<file path="src/rtl/controlador_motores_pkg.sv">
// Shared definitions for the dual-motor sequencer.
// Contents:
//   estado_t            3-bit FSM state encoding (also visible on the ESTADO debug port)
//   T_*_DEF             default timing constants (cycles)
//   motor1_de/motor2_de Moore output decode of a state value
package controlador_motores_pkg;

  typedef enum logic [2:0] {
    INACTIVO  = 3'd0,
    ALT_M1    = 3'd1,
    ALT_P1    = 3'd2,
    ALT_M2    = 3'd3,
    ALT_P2    = 3'd4,
    ESC_M1    = 3'd5,
    ESC_AMBOS = 3'd6,
    PARADA    = 3'd7
  } estado_t;

  localparam int unsigned T_ON_DEF  = 8;
  localparam int unsigned T_GAP_DEF = 2;
  localparam int unsigned T_ESC_DEF = 4;

  function automatic logic motor1_de(input estado_t e);
    return (e == ALT_M1) || (e == ESC_M1) || (e == ESC_AMBOS) || (e == PARADA);
  endfunction

  function automatic logic motor2_de(input estado_t e);
    return (e == ALT_M2) || (e == ESC_AMBOS);
  endfunction

endpackage

</file>
<file path="src/rtl/controlador_motores_temporizador.sv">
// temporizador_motor: state-duration timer for the motor sequencer.
// Ports:
//   CLK       clock, rising edge
//   REINICIO  synchronous active-low reset
//   limpiar   clear the count (asserted on every state change)
//   habilitar count while the current state is timed
//   limite    duration of the current state in cycles
//   cuenta    current count
//   fin       last cycle of the current timed state
module temporizador_motor #(
  parameter int unsigned ANCHO_CONT = 8
) (
  input  logic                  CLK,
  input  logic                  REINICIO,
  input  logic                  limpiar,
  input  logic                  habilitar,
  input  logic [ANCHO_CONT-1:0] limite,
  output logic [ANCHO_CONT-1:0] cuenta,
  output logic                  fin
);

  logic [ANCHO_CONT-1:0] r_cuenta;

  always_ff @(posedge CLK) begin
    if (!REINICIO) begin
      r_cuenta <= '0;
    end else if (limpiar) begin
      r_cuenta <= '0;
    end else if (habilitar) begin
      r_cuenta <= r_cuenta + ANCHO_CONT'(1);
    end
  end

  assign cuenta = r_cuenta;
  assign fin    = habilitar && (r_cuenta == limite - ANCHO_CONT'(1));

endmodule

</file>
<file path="src/rtl/controlador_motores.sv">
// controlador_motores: dual-motor sequencer (alternating or staggered).
// Ports:
//   CLK       clock, rising edge
//   REINICIO  synchronous active-low reset
//   ARRANQUE  run request, level-sensitive
//   MODO      1 = alternating, 0 = staggered; sampled only when starting
//   MOTOR1    motor 1 enable (registered)
//   MOTOR2    motor 2 enable (registered)
//   ESTADO    current FSM state, for debug
module controlador_motores
  import controlador_motores_pkg::*;
#(
  parameter int unsigned T_ON       = T_ON_DEF,
  parameter int unsigned T_GAP      = T_GAP_DEF,
  parameter int unsigned T_ESC      = T_ESC_DEF,
  parameter int unsigned ANCHO_CONT = 8
) (
  input  logic       CLK,
  input  logic       REINICIO,
  input  logic       ARRANQUE,
  input  logic       MODO,
  output logic       MOTOR1,
  output logic       MOTOR2,
  output logic [2:0] ESTADO
);

  estado_t               r_estado;
  estado_t               w_estado_d;
  logic                  r_modo_lat;
  logic                  r_motor1;
  logic                  r_motor2;
  logic [ANCHO_CONT-1:0] w_limite;
  logic [ANCHO_CONT-1:0] w_cuenta;
  logic                  w_habilitar;
  logic                  w_limpiar;
  logic                  w_fin;
  logic                  w_desborde;

  // Duration of the current state; untimed states keep the timer idle.
  always_comb begin
    w_habilitar = 1'b1;
    w_limite    = '0;
    case (r_estado)
      ALT_M1, ALT_M2:         w_limite = ANCHO_CONT'(T_ON);
      ALT_P1, ALT_P2, PARADA: w_limite = ANCHO_CONT'(T_GAP);
      ESC_M1:                 w_limite = ANCHO_CONT'(T_ESC);
      default:                w_habilitar = 1'b0;
    endcase
  end

  // Count past the limit cannot happen in normal operation; treat it as a fault.
  assign w_desborde = w_habilitar && (w_cuenta >= w_limite);

  always_comb begin
    w_estado_d = r_estado;
    case (r_estado)
      INACTIVO: if (ARRANQUE) w_estado_d = MODO ? ALT_M1 : ESC_M1;
      ALT_M1, ALT_P1, ALT_M2, ALT_P2: begin
        // A staggered latch here is unreachable; abort rather than continue.
        if (!ARRANQUE || !r_modo_lat) begin
          w_estado_d = INACTIVO;
        end else if (w_fin) begin
          case (r_estado)
            ALT_M1:  w_estado_d = ALT_P1;
            ALT_P1:  w_estado_d = ALT_M2;
            ALT_M2:  w_estado_d = ALT_P2;
            default: w_estado_d = ALT_M1;
          endcase
        end
      end
      ESC_M1: begin
        if (!ARRANQUE)  w_estado_d = PARADA;
        else if (w_fin) w_estado_d = ESC_AMBOS;
      end
      ESC_AMBOS: if (!ARRANQUE) w_estado_d = PARADA;
      PARADA:    if (w_fin) w_estado_d = INACTIVO;
      default:   w_estado_d = INACTIVO;
    endcase
    if (w_desborde) w_estado_d = INACTIVO;
  end

  assign w_limpiar = (w_estado_d != r_estado);

  temporizador_motor #(
    .ANCHO_CONT(ANCHO_CONT)
  ) u_temporizador (
    .CLK      (CLK),
    .REINICIO (REINICIO),
    .limpiar  (w_limpiar),
    .habilitar(w_habilitar),
    .limite   (w_limite),
    .cuenta   (w_cuenta),
    .fin      (w_fin)
  );

  // Outputs decode the next state so they change on the same edge as the state.
  always_ff @(posedge CLK) begin
    if (!REINICIO) begin
      r_estado   <= INACTIVO;
      r_modo_lat <= 1'b0;
      r_motor1   <= 1'b0;
      r_motor2   <= 1'b0;
    end else begin
      r_estado <= w_estado_d;
      if ((r_estado == INACTIVO) && ARRANQUE) r_modo_lat <= MODO;
      r_motor1 <= motor1_de(w_estado_d);
      r_motor2 <= motor2_de(w_estado_d);
    end
  end

  assign MOTOR1 = r_motor1;
  assign MOTOR2 = r_motor2;
  assign ESTADO = r_estado;

endmodule

</file>
<file path="config.mk">
export PLATFORM = sky130hd
export DESIGN_NAME = controlador_motores
export DESIGN_NICKNAME = d
export VERILOG_FILES = /design/src/rtl/controlador_motores_pkg.sv /design/src/rtl/controlador_motores_temporizador.sv /design/src/rtl/controlador_motores.sv
export SDC_FILE = /design/constraint.sdc
export NUM_CORES = 1
export LEC_CHECK = 0
export ABC_CLOCK_PERIOD_IN_PS = 4400
export CORE_MARGIN = 10
export CORE_UTILIZATION = 61
export DETAILED_ROUTE_END_ITERATION = 8
export GPL_TIMING_DRIVEN = 1
export PLACE_DENSITY_LB_ADDON = 0.25
export SYNTH_ARGS = -nofsm -noshare
export SYNTH_HDL_FRONTEND = slang
export SYNTH_SLANG_ARGS = --single-unit
</file>
<file path="constraint.sdc">
create_clock -name CLK -period 4.4 [get_ports CLK]
set_input_delay 0.88 -clock CLK [delete_from_list [all_inputs] [get_ports CLK]]
set_output_delay 0.88 -clock CLK [all_outputs]
set_load 0.005 [all_outputs]
</file>
==> report_table.html, run 1 <==
<table>
<tr><th>Metric</th><th>Value</th></tr>
<tr><th colspan="2">Detailed routing</th></tr>
<tr><td>First-iteration detailed-routing DRC count</td><td>86</td></tr>
<tr><td>Via count normalized by instance count</td><td>slightly above 6</td></tr>
<tr><td>Routed wire per std cell</td><td>~15 µm</td></tr>
<tr><td>Number of search-and-repair iterations in the first detailed-routing pass</td><td>4</td></tr>
<tr><td>Overall via count from detail_route</td><td>about 1,000</td></tr>
<tr><td>Drt drc</td><td>0</td></tr>
<tr><td>Final routed wirelength across all metal layers</td><td>approximately 2500 µm</td></tr>
<tr><td>Post-route antenna net violation count</td><td>0</td></tr>
<tr><th colspan="2">Global route</th></tr>
<tr><td>First-pass GRT wire length</td><td>~4000 µm</td></tr>
<tr><td>GR Util All Layers</td><td>12.1%</td></tr>
<tr><td>Overflow left after global routing</td><td>0</td></tr>
<tr><td>Via count of the first global-routing pass</td><td>around 910</td></tr>
<tr><td>Initial antenna violation count</td><td>0</td></tr>
<tr><td>Maximum number of pins on one net before global-route repair</td><td>19</td></tr>
<tr><th colspan="2">Synthesis</th></tr>
<tr><td>Sequential-to-total area share from yosys stat</td><td>between 20 and 30%</td></tr>
<tr><td>Syn Std Cell Area</td><td>~1100 µm²</td></tr>
<tr><td>Count of flip-flops with a built-in enable after synthesis</td><td>0</td></tr>
<tr><td>Number of library cell types mapped by synthesis</td><td>46</td></tr>
<tr><td>Post-synthesis register bit count</td><td>14</td></tr>
<tr><td>Ys async rst share</td><td>0%</td></tr>
<tr><td>Net Count, Synth</td><td>143</td></tr>
<tr><td>Most used DFF post-synth</td><td>sky130_fd_sc_hd__dfxtp_1</td></tr>
<tr><td>Number of warnings printed during yosys synthesis</td><td>0</td></tr>
<tr><td>Average size of a mapped cell</td><td>roughly 8.3 µm²</td></tr>
<tr><td>Instance count of the mapped netlist</td><td>134</td></tr>
<tr><th colspan="2">CTS</th></tr>
<tr><td>Root buffer cell</td><td>sky130_fd_sc_hd__clkbuf_4</td></tr>
<tr><td>CTS-repair resized insts</td><td>0</td></tr>
<tr><td>Maximum clock insertion buffer count</td><td>2</td></tr>
<tr><td>CTS H-Tree Depth</td><td>1</td></tr>
<tr><td>CTS clock-pin slew for the worst setup and hold paths</td><td>roughly 0.09 ns</td></tr>
<tr><td>Number of buffers created by CTS</td><td>3</td></tr>
<tr><td>Hold buffer count at cts</td><td>0</td></tr>
<tr><td>TritonCTS clock tree</td><td>yes</td></tr>
<tr><td>Clock Sinks</td><td>14</td></tr>
<tr><td>Later-pin clock latency in the skew report</td><td>between 0.2 and 0.3 ns</td></tr>
<tr><td>Setup Fix Bufs, Post-CTS</td><td>0</td></tr>
<tr><th colspan="2">STA</th></tr>
<tr><td>Transition time at the pin with the least slew margin</td><td>just under 0.6 ns</td></tr>
<tr><td>Min Clock Period, post-route</td><td>between 3 and 4 ns</td></tr>
<tr><td>Max-slew headroom at the worst pin</td><td>between 60% and 70%</td></tr>
<tr><td>Unrepaired setup endpoints after global routing</td><td>no</td></tr>
<tr><td>Count of final max-slew check failures</td><td>0</td></tr>
<tr><td>Accumulated negative setup slack</td><td>0 ns</td></tr>
<tr><td>Achievable frequency</td><td>297 MHz</td></tr>
<tr><td>Total of endpoints with negative setup slack in the final report</td><td>0</td></tr>
<tr><td>Post-route fraction of the period consumed by the critical path</td><td>~77%</td></tr>
<tr><td>Final Hold Vio Count</td><td>0</td></tr>
<tr><td>Clock skew</td><td>~0.005 ns</td></tr>
<tr><th colspan="2">Power</th></tr>
<tr><td>Cell area power density</td><td>~270 nW/µm²</td></tr>
<tr><td>Static leakage</td><td>between 0.0004 and 0.0005 µW</td></tr>
<tr><td>Part of the total power dissipated in combinational logic</td><td>29.0%</td></tr>
<tr><td>Peak supply drop</td><td>~0.22 mV</td></tr>
<tr><td>Internal Pwr Total</td><td>224 µW</td></tr>
<tr><td>Sequential power share</td><td>~43%</td></tr>
<tr><td>Clock power frac</td><td>around 28%</td></tr>
<tr><td>Net switching fraction of the power</td><td>between 30% and 40%</td></tr>
<tr><td>Switching power</td><td>106 µW</td></tr>
<tr><th colspan="2">Setup path</th></tr>
<tr><td>Req. time, crit path</td><td>4.62 ns</td></tr>
<tr><td>Data arrival at the endpoint of the critical path</td><td>3.59 ns</td></tr>
<tr><td>CP Capture Type</td><td>flip-flop</td></tr>
<tr><td>Nature of the critical path startpoint</td><td>flip-flop</td></tr>
<tr><td>Largest fanout on the critical path</td><td>18</td></tr>
<tr><td>Type of the worst setup path</td><td>reg -&gt; reg</td></tr>
<tr><th colspan="2">Die</th></tr>
<tr><td>Number of I/O pins</td><td>9</td></tr>
<tr><td>Core region area</td><td>about 1700 µm²</td></tr>
<tr><td>Total number of placement rows</td><td>15</td></tr>
<tr><td>Die area</td><td>around 4000 µm²</td></tr>
<tr><td>Die extent in x</td><td>around 63 µm</td></tr>
<tr><td>Vertical die dimension</td><td>62.8 µm</td></tr>
<tr><td>Initial cell density of the core</td><td>between 60% and 70%</td></tr>
<tr><th colspan="2">Finish</th></tr>
<tr><td>Fraction of layout cells with a size suffix above 1</td><td>12.8%</td></tr>
<tr><td>Layout overhead on the synthesized area</td><td>11.1%</td></tr>
<tr><td>Utilization after layout</td><td>approximately 72%</td></tr>
<tr><td>Diodes inserted</td><td>0</td></tr>
<tr><td>Filler-free cell count of the finished design</td><td>166</td></tr>
<tr><td>Number of nets at the end of the flow</td><td>approximately 150</td></tr>
<tr><th colspan="2">Place</th></tr>
<tr><td>RD Place Congestion</td><td>slightly above 0.9</td></tr>
<tr><td>Number of placed instances with taps included</td><td>between 150 and 200</td></tr>
<tr><td>Port-buffer cells</td><td>8</td></tr>
<tr><td>HPWL Detailed</td><td>~1800 µm</td></tr>
<tr><th colspan="2">Run</th></tr>
<tr><td>Number of maximum-capacitance violations</td><td>0</td></tr>
<tr><th colspan="2">Min path</th></tr>
<tr><td>Worst min path class</td><td>reg -&gt; reg</td></tr>
<tr><th colspan="2">Outcome</th></tr>
<tr><td>Run status</td><td>finished, final reports clean</td></tr>
</table>
==> power by group through the flow <==
stage	clock, µW	sequential (µW)	combinational (µW)
final	93.4	141	96.0
after global routing	100	142	104
after CTS	96.3	141	95.1
after detailed placement	0	144	93.3
after global placement	0	144	92.4
after floorplan	0	137	77.9
==> sequential cells by signal, summed over array words and instances, names as in the netlist <==
signal                 flops
u_temporizador.cuenta      8
ESTADO                     3
MOTOR1                     1
MOTOR2                     1
r_modo_lat                 1
==> placed cells by master, fill, tap and decap left out, types with 2 or more instances in the layout <==
| master | count |
|---|---|
| sky130_fd_sc_hd__nand3_1 | 3 |
| sky130_fd_sc_hd__clkdlybuf4s50_1 | 8 |
| sky130_fd_sc_hd__xnor2_1 | 7 |
| sky130_fd_sc_hd__nor2_1 | 17 |
| sky130_fd_sc_hd__ha_1 | 5 |
| sky130_fd_sc_hd__nand4_1 | 4 |
| sky130_fd_sc_hd__xor2_1 | 6 |
| sky130_fd_sc_hd__nand2b_1 | 3 |
| sky130_fd_sc_hd__and2_1 | 3 |
| sky130_fd_sc_hd__o31ai_1 | 2 |
| sky130_fd_sc_hd__nor3_1 | 2 |
| sky130_fd_sc_hd__nand2_1 | 12 |
| sky130_fd_sc_hd__o21ai_0 | 4 |
| sky130_fd_sc_hd__mux2i_1 | 3 |
| sky130_fd_sc_hd__clkbuf_4 | 3 |
| sky130_fd_sc_hd__a21oi_1 | 6 |
| sky130_fd_sc_hd__inv_1 | 7 |
| sky130_fd_sc_hd__a211oi_1 | 3 |
| sky130_fd_sc_hd__dfxtp_1 | 14 |
| sky130_fd_sc_hd__nor2b_1 | 2 |
==> Yosys cell counts (2+ instances only) <==
cell                       count  area (µm²)
sky130_fd_sc_hd__xnor2_1       7        61.3
sky130_fd_sc_hd__o21ai_0       4        20.0
sky130_fd_sc_hd__nand4_1       4        25.0
sky130_fd_sc_hd__and2_1        3        18.8
sky130_fd_sc_hd__a21oi_1       6        30.0
sky130_fd_sc_hd__nor2b_1       2        12.5
sky130_fd_sc_hd__mux2i_1       3        30.0
sky130_fd_sc_hd__dfxtp_1      14         280
sky130_fd_sc_hd__xor2_1        6        52.6
sky130_fd_sc_hd__buf_2         4        20.0
sky130_fd_sc_hd__nor3_1        2        10.0
sky130_fd_sc_hd__nor2_1       17        63.8
sky130_fd_sc_hd__nand2b_1      3        18.8
sky130_fd_sc_hd__o31ai_1       2        15.0
sky130_fd_sc_hd__a211oi_1      3        22.5
sky130_fd_sc_hd__nand2_1      12        45.0
sky130_fd_sc_hd__ha_1          5        62.6
sky130_fd_sc_hd__inv_1         7        26.3
sky130_fd_sc_hd__nand3_1       3        15.0
==> path summary, 6_finish.rpt <==
| path | end | depth (start not counted) | slack [ns] | start |
|---|---|---|---|---|
| max | u_temporizador.cuenta[1] | 12 | 1.03 | ESTADO[0] |
| min | r_modo_lat | 2 | 0.50 | r_modo_lat |
| max reg2reg | u_temporizador.cuenta[1] | 12 | 1.03 | ESTADO[0] |
| min reg2reg | r_modo_lat | 2 | 0.50 | r_modo_lat |
==> critical path, cell delays in order (launching register included) <==
cell and delay [ns]:
sky130_fd_sc_hd__dfxtp_1 0.70, sky130_fd_sc_hd__xnor2_1 0.16, sky130_fd_sc_hd__a21oi_1 0.22, sky130_fd_sc_hd__ha_1 0.26, sky130_fd_sc_hd__a21oi_1 0.09, sky130_fd_sc_hd__ha_1 0.29, sky130_fd_sc_hd__nand2b_1 0.05, sky130_fd_sc_hd__a31oi_1 0.42
sky130_fd_sc_hd__or2_1 0.20, sky130_fd_sc_hd__a21oi_1 0.07, sky130_fd_sc_hd__a211oi_1 0.48, sky130_fd_sc_hd__nand3_2 0.22, sky130_fd_sc_hd__nor2_1 0.14
==> logic make-up (layout without fill, tap and decap cells) <==
logic type,after synthesis,after routing,share of synthesized area [%]
AND/OR/NAND/NOR,57,57,28.3
AO/OA/AOI/OAI,29,29,22.2
flip-flops,14,14,25.1
XOR/XNOR,13,13,10.2
buffers and inverters,12,19,4.49
adder cells (fa/ha/maj),5,5,5.61
multiplexers,4,4,4.04
==> final cells by class <==
type | instances | area (µm²)
clock buffer | 4 | 36.3
sequential | 14 | 280
multi-input combinational | 108 | 785
tap | 25 | 31.3
inverter | 7 | 26.3
timing repair buffer | 8 | 80.1
fill | 136 | 488
==> stage by stage <==
stage | power (µW) | hold WS [ns] | setup slack [ns] | instance area [µm²]
2_1_floorplan | 215 | 0.452 | 1.44 | 1110
6_report | 331 | 0.503 | 1.03 | 1240
3_3_place_gp | 236 | 0.469 | 1.20 | 1200
4_1_cts | 332 | 0.511 | 1.10 | 1240
3_5_place_dp | 237 | 0.487 | 1.12 | 1200
5_1_grt | 347 | 0.568 | 0.788 | 1240
==> routing by layer <==
| layer | up-vias | global-route usage, % | share of wire (%) |
|---|---|---|---|
| li1 | 497 | - | - |
| met1 | 464 | 15.8 | 46 |
| met2 | 49 | 17.8 | 44 |
| met3 | 6 | 3.23 | 7.7 |
| met4 | 0 | 6.15 | 1.8 |
| met5 | - | 0 | 0 |
Note: power is estimated with default switching activity, not from simulation.
==> run 2, diff against run 1 <==
Settings changed: ABC_CLOCK_PERIOD_IN_PS 4400 to 3250, CORE_UTILIZATION 61 to 57.
Clock period 4.4 ns to 3.25 ns, I/O delays scaled along.
==> report_table.html, run 2 (synthesis gave the netlist of run 1 again) <==
<table>
<tr><th>Metric</th><th>Value</th></tr>
<tr><th colspan="2">STA</th></tr>
<tr><td>Post-route worst hold slack</td><td>0.496 ns (-0.00697 ns)</td></tr>
<tr><td>Achievable frequency</td><td>347 MHz (+17%)</td></tr>
<tr><td>Min Clock Period, post-route</td><td>2.89 ns (-0.484 ns)</td></tr>
<tr><td>Total of endpoints with negative setup slack in the final report</td><td>0 (unchanged)</td></tr>
<tr><td>Accumulated negative setup slack</td><td>0 ns (unchanged)</td></tr>
<tr><td>Max-slew headroom at the worst pin</td><td>64.0% (+2.7 points)</td></tr>
<tr><td>Transition time at the pin with the least slew margin</td><td>0.537 ns (-0.0422 ns)</td></tr>
<tr><td>Final Hold Vio Count</td><td>0 (unchanged)</td></tr>
<tr><td>Count of final max-slew check failures</td><td>0 (unchanged)</td></tr>
<tr><td>Post-route fraction of the period consumed by the critical path</td><td>88.8% (+12 points)</td></tr>
<tr><td>Clock skew</td><td>0.0124 ns (+0.00745 ns)</td></tr>
<tr><td>Unrepaired setup endpoints after global routing</td><td>no</td></tr>
<tr><th colspan="2">Power</th></tr>
<tr><td>Cell area power density</td><td>355 nW/µm² (+33%)</td></tr>
<tr><td>Peak supply drop</td><td>0.265 mV (+23%)</td></tr>
<tr><td>Total power</td><td>451 µW (+36%)</td></tr>
<tr><td>Static leakage</td><td>0.000439 µW (+4.8%)</td></tr>
<tr><th colspan="2">Die</th></tr>
<tr><td>Core region area</td><td>1780 µm² (+3.3%)</td></tr>
<tr><td>Total number of placement rows</td><td>15 (unchanged)</td></tr>
<tr><td>Die extent in x</td><td>64.2 µm (+2.4%)</td></tr>
<tr><td>Die area</td><td>4120 µm² (+4.8%)</td></tr>
<tr><td>Vertical die dimension</td><td>64.2 µm (+2.4%)</td></tr>
<tr><td>Number of I/O pins</td><td>9 (unchanged)</td></tr>
<tr><td>Initial cell density of the core</td><td>62.5% (-2.0 points)</td></tr>
<tr><th colspan="2">Place</th></tr>
<tr><td>Placement Cell Area</td><td>1230 µm² (+2.5%)</td></tr>
<tr><td>HPWL Detailed</td><td>1990 µm (+8.7%)</td></tr>
<tr><td>Port-buffer cells</td><td>8 (unchanged)</td></tr>
<tr><td>RD Place Congestion</td><td>0.872 (-4.4%)</td></tr>
<tr><th colspan="2">Detailed routing</th></tr>
<tr><td>Met1 Wirelength</td><td>1140 µm (-2.1%)</td></tr>
<tr><td>Post-route antenna net violation count</td><td>0 (unchanged)</td></tr>
<tr><td>Overall via count from detail_route</td><td>997 (-1.9%)</td></tr>
<tr><td>First-iteration detailed-routing DRC count</td><td>28 (-67%)</td></tr>
<tr><td>Via count normalized by instance count</td><td>5.86 (-4.2%)</td></tr>
<tr><td>Met2 WL post-DR</td><td>1220 µm (+11%)</td></tr>
<tr><td>Number of search-and-repair iterations in the first detailed-routing pass</td><td>4 (unchanged)</td></tr>
<tr><td>Highest Signal Layer</td><td>met4</td></tr>
<tr><td>Met3 WL post-DR</td><td>162 µm (-16%)</td></tr>
<tr><td>Final routed wirelength across all metal layers</td><td>2570 µm (+2.6%)</td></tr>
<tr><td>Drt drc</td><td>0 (unchanged)</td></tr>
<tr><td>Routed wire per std cell</td><td>15.1 µm (+0.14%)</td></tr>
<tr><th colspan="2">Global route</th></tr>
<tr><td>First-pass GRT wire length</td><td>4430 µm (+11%)</td></tr>
<tr><td>Initial antenna violation count</td><td>0 (unchanged)</td></tr>
<tr><td>GR Util All Layers</td><td>13.1% (+0.92 points)</td></tr>
<tr><td>Via count of the first global-routing pass</td><td>982 (+8.1%)</td></tr>
<tr><td>Maximum number of pins on one net before global-route repair</td><td>14 (-5)</td></tr>
<tr><td>Overflow left after global routing</td><td>0 (unchanged)</td></tr>
<tr><th colspan="2">CTS</th></tr>
<tr><td>CTS-repair resized insts</td><td>0 (unchanged)</td></tr>
<tr><td>Maximum clock insertion buffer count</td><td>2 (unchanged)</td></tr>
<tr><td>CTS H-Tree Depth</td><td>1 (unchanged)</td></tr>
<tr><td>Root buffer cell</td><td>sky130_fd_sc_hd__clkbuf_4</td></tr>
<tr><td>Number of buffers created by CTS</td><td>3 (unchanged)</td></tr>
<tr><td>TritonCTS clock tree</td><td>yes</td></tr>
<tr><td>Clock Sinks</td><td>14 (unchanged)</td></tr>
<tr><td>Hold buffer count at cts</td><td>0 (unchanged)</td></tr>
<tr><td>Setup Fix Bufs, Post-CTS</td><td>0 (unchanged)</td></tr>
<tr><td>Later-pin clock latency in the skew report</td><td>0.29 ns (about the same)</td></tr>
<tr><td>CTS clock-pin slew for the worst setup and hold paths</td><td>0.09 ns (about the same)</td></tr>
<tr><th colspan="2">Finish</th></tr>
<tr><td>Area of all placed cells without fillers</td><td>1270 µm² (+2.4%)</td></tr>
<tr><td>Diodes inserted</td><td>0 (unchanged)</td></tr>
<tr><td>Most frequent cells in the layout</td><td>sky130_fd_sc_hd__nor2_1 (17), sky130_fd_sc_hd__dfxtp_1 (14), sky130_fd_sc_hd__nand2_1 (12)</td></tr>
<tr><td>Number of nets at the end of the flow</td><td>155 (+2.6%)</td></tr>
<tr><td>Most common cell after layout, fill and taps aside</td><td>sky130_fd_sc_hd__nor2_1</td></tr>
<tr><td>Fraction of layout cells with a size suffix above 1</td><td>15.2% (+2.4 points)</td></tr>
<tr><td>Largest register FFs</td><td>8 (unchanged)</td></tr>
<tr><td>Layout overhead on the synthesized area</td><td>13.8%</td></tr>
<tr><th colspan="2">Min path</th></tr>
<tr><td>Worst min path class</td><td>reg -&gt; reg</td></tr>
<tr><th colspan="2">Setup path</th></tr>
<tr><td>Req. time, crit path</td><td>3.44 ns (-1.18 ns)</td></tr>
<tr><td>Nature of the critical path startpoint</td><td>flip-flop</td></tr>
<tr><td>Type of the worst setup path</td><td>reg -&gt; reg</td></tr>
<tr><td>CP Capture Type</td><td>flip-flop</td></tr>
<tr><td>Data arrival at the endpoint of the critical path</td><td>3.08 ns (-0.51 ns)</td></tr>
<tr><td>Largest fanout on the critical path</td><td>7 (-11)</td></tr>
<tr><th colspan="2">Run</th></tr>
<tr><td>Number of maximum-capacitance violations</td><td>0 (unchanged)</td></tr>
<tr><th colspan="2">Outcome</th></tr>
<tr><td>Run status</td><td>finished, final reports clean</td></tr>
</table>
[run 2: layer usage]
layer  global-route usage (%)  vias up
met3                     3.83        6
li1                         -      502
met1                     15.6      463
met4                     5.88        0
met2                     21.1       26
met5                        0        -
[run 2: path summary, 6_finish.rpt]
check / start / to / slack [ns] / cells past startpoint
worst max-delay path: ESTADO[0] / u_temporizador.cuenta[6] / 0.36 / 12
worst min-delay path: r_modo_lat / r_modo_lat / 0.50 / 2
worst max register to register: ESTADO[0] / u_temporizador.cuenta[6] / 0.36 / 12
worst min register to register: r_modo_lat / r_modo_lat / 0.50 / 2
[run 2: layout make-up]
| class | instances | area (µm²) |
|---|---|---|
| Fill cell | 155 | 514 |
| Clock buffer | 4 | 36.3 |
| Timing Repair Buffer | 12 | 110 |
| Tap cell | 25 | 31.3 |
| Multi-Input combinational cell | 108 | 785 |
| Inverter | 7 | 26.3 |
| Sequential cell | 14 | 280 |
[run 2: report_power, final]
part	switching, µW	internal [µW]
clock	59.3	68.2
combinational	78.3	61.0
sequential	6.48	178
total	144	307
[run 2: through the flow]
| step | cells | worst slack (ns) | util, % |
|---|---|---|---|
| after CTS | 170 | 0.375 | 71.2 |
| after detailed placement | 166 | 0.402 | 69.1 |
| after global placement | 166 | 0.524 | 69.1 |
| after global routing | 170 | 0.0815 | 71.2 |
| final | 170 | 0.364 | 71.2 |
| after floorplan | 134 | 0.293 | - |
[run 2: critical path, cell delays in order (launching register included)]
cell and delay [ns]:
sky130_fd_sc_hd__dfxtp_1 0.46, sky130_fd_sc_hd__xnor2_1 0.11, sky130_fd_sc_hd__a21oi_1 0.19, sky130_fd_sc_hd__ha_1 0.25
sky130_fd_sc_hd__a21oi_1 0.09, sky130_fd_sc_hd__ha_1 0.29, sky130_fd_sc_hd__nand2b_1 0.05, sky130_fd_sc_hd__a31oi_1 0.44
sky130_fd_sc_hd__o21bai_1 0.17, sky130_fd_sc_hd__a211oi_1 0.41, sky130_fd_sc_hd__a2111oi_4 0.12, sky130_fd_sc_hd__nand2_1 0.14
sky130_fd_sc_hd__nor2_1 0.06
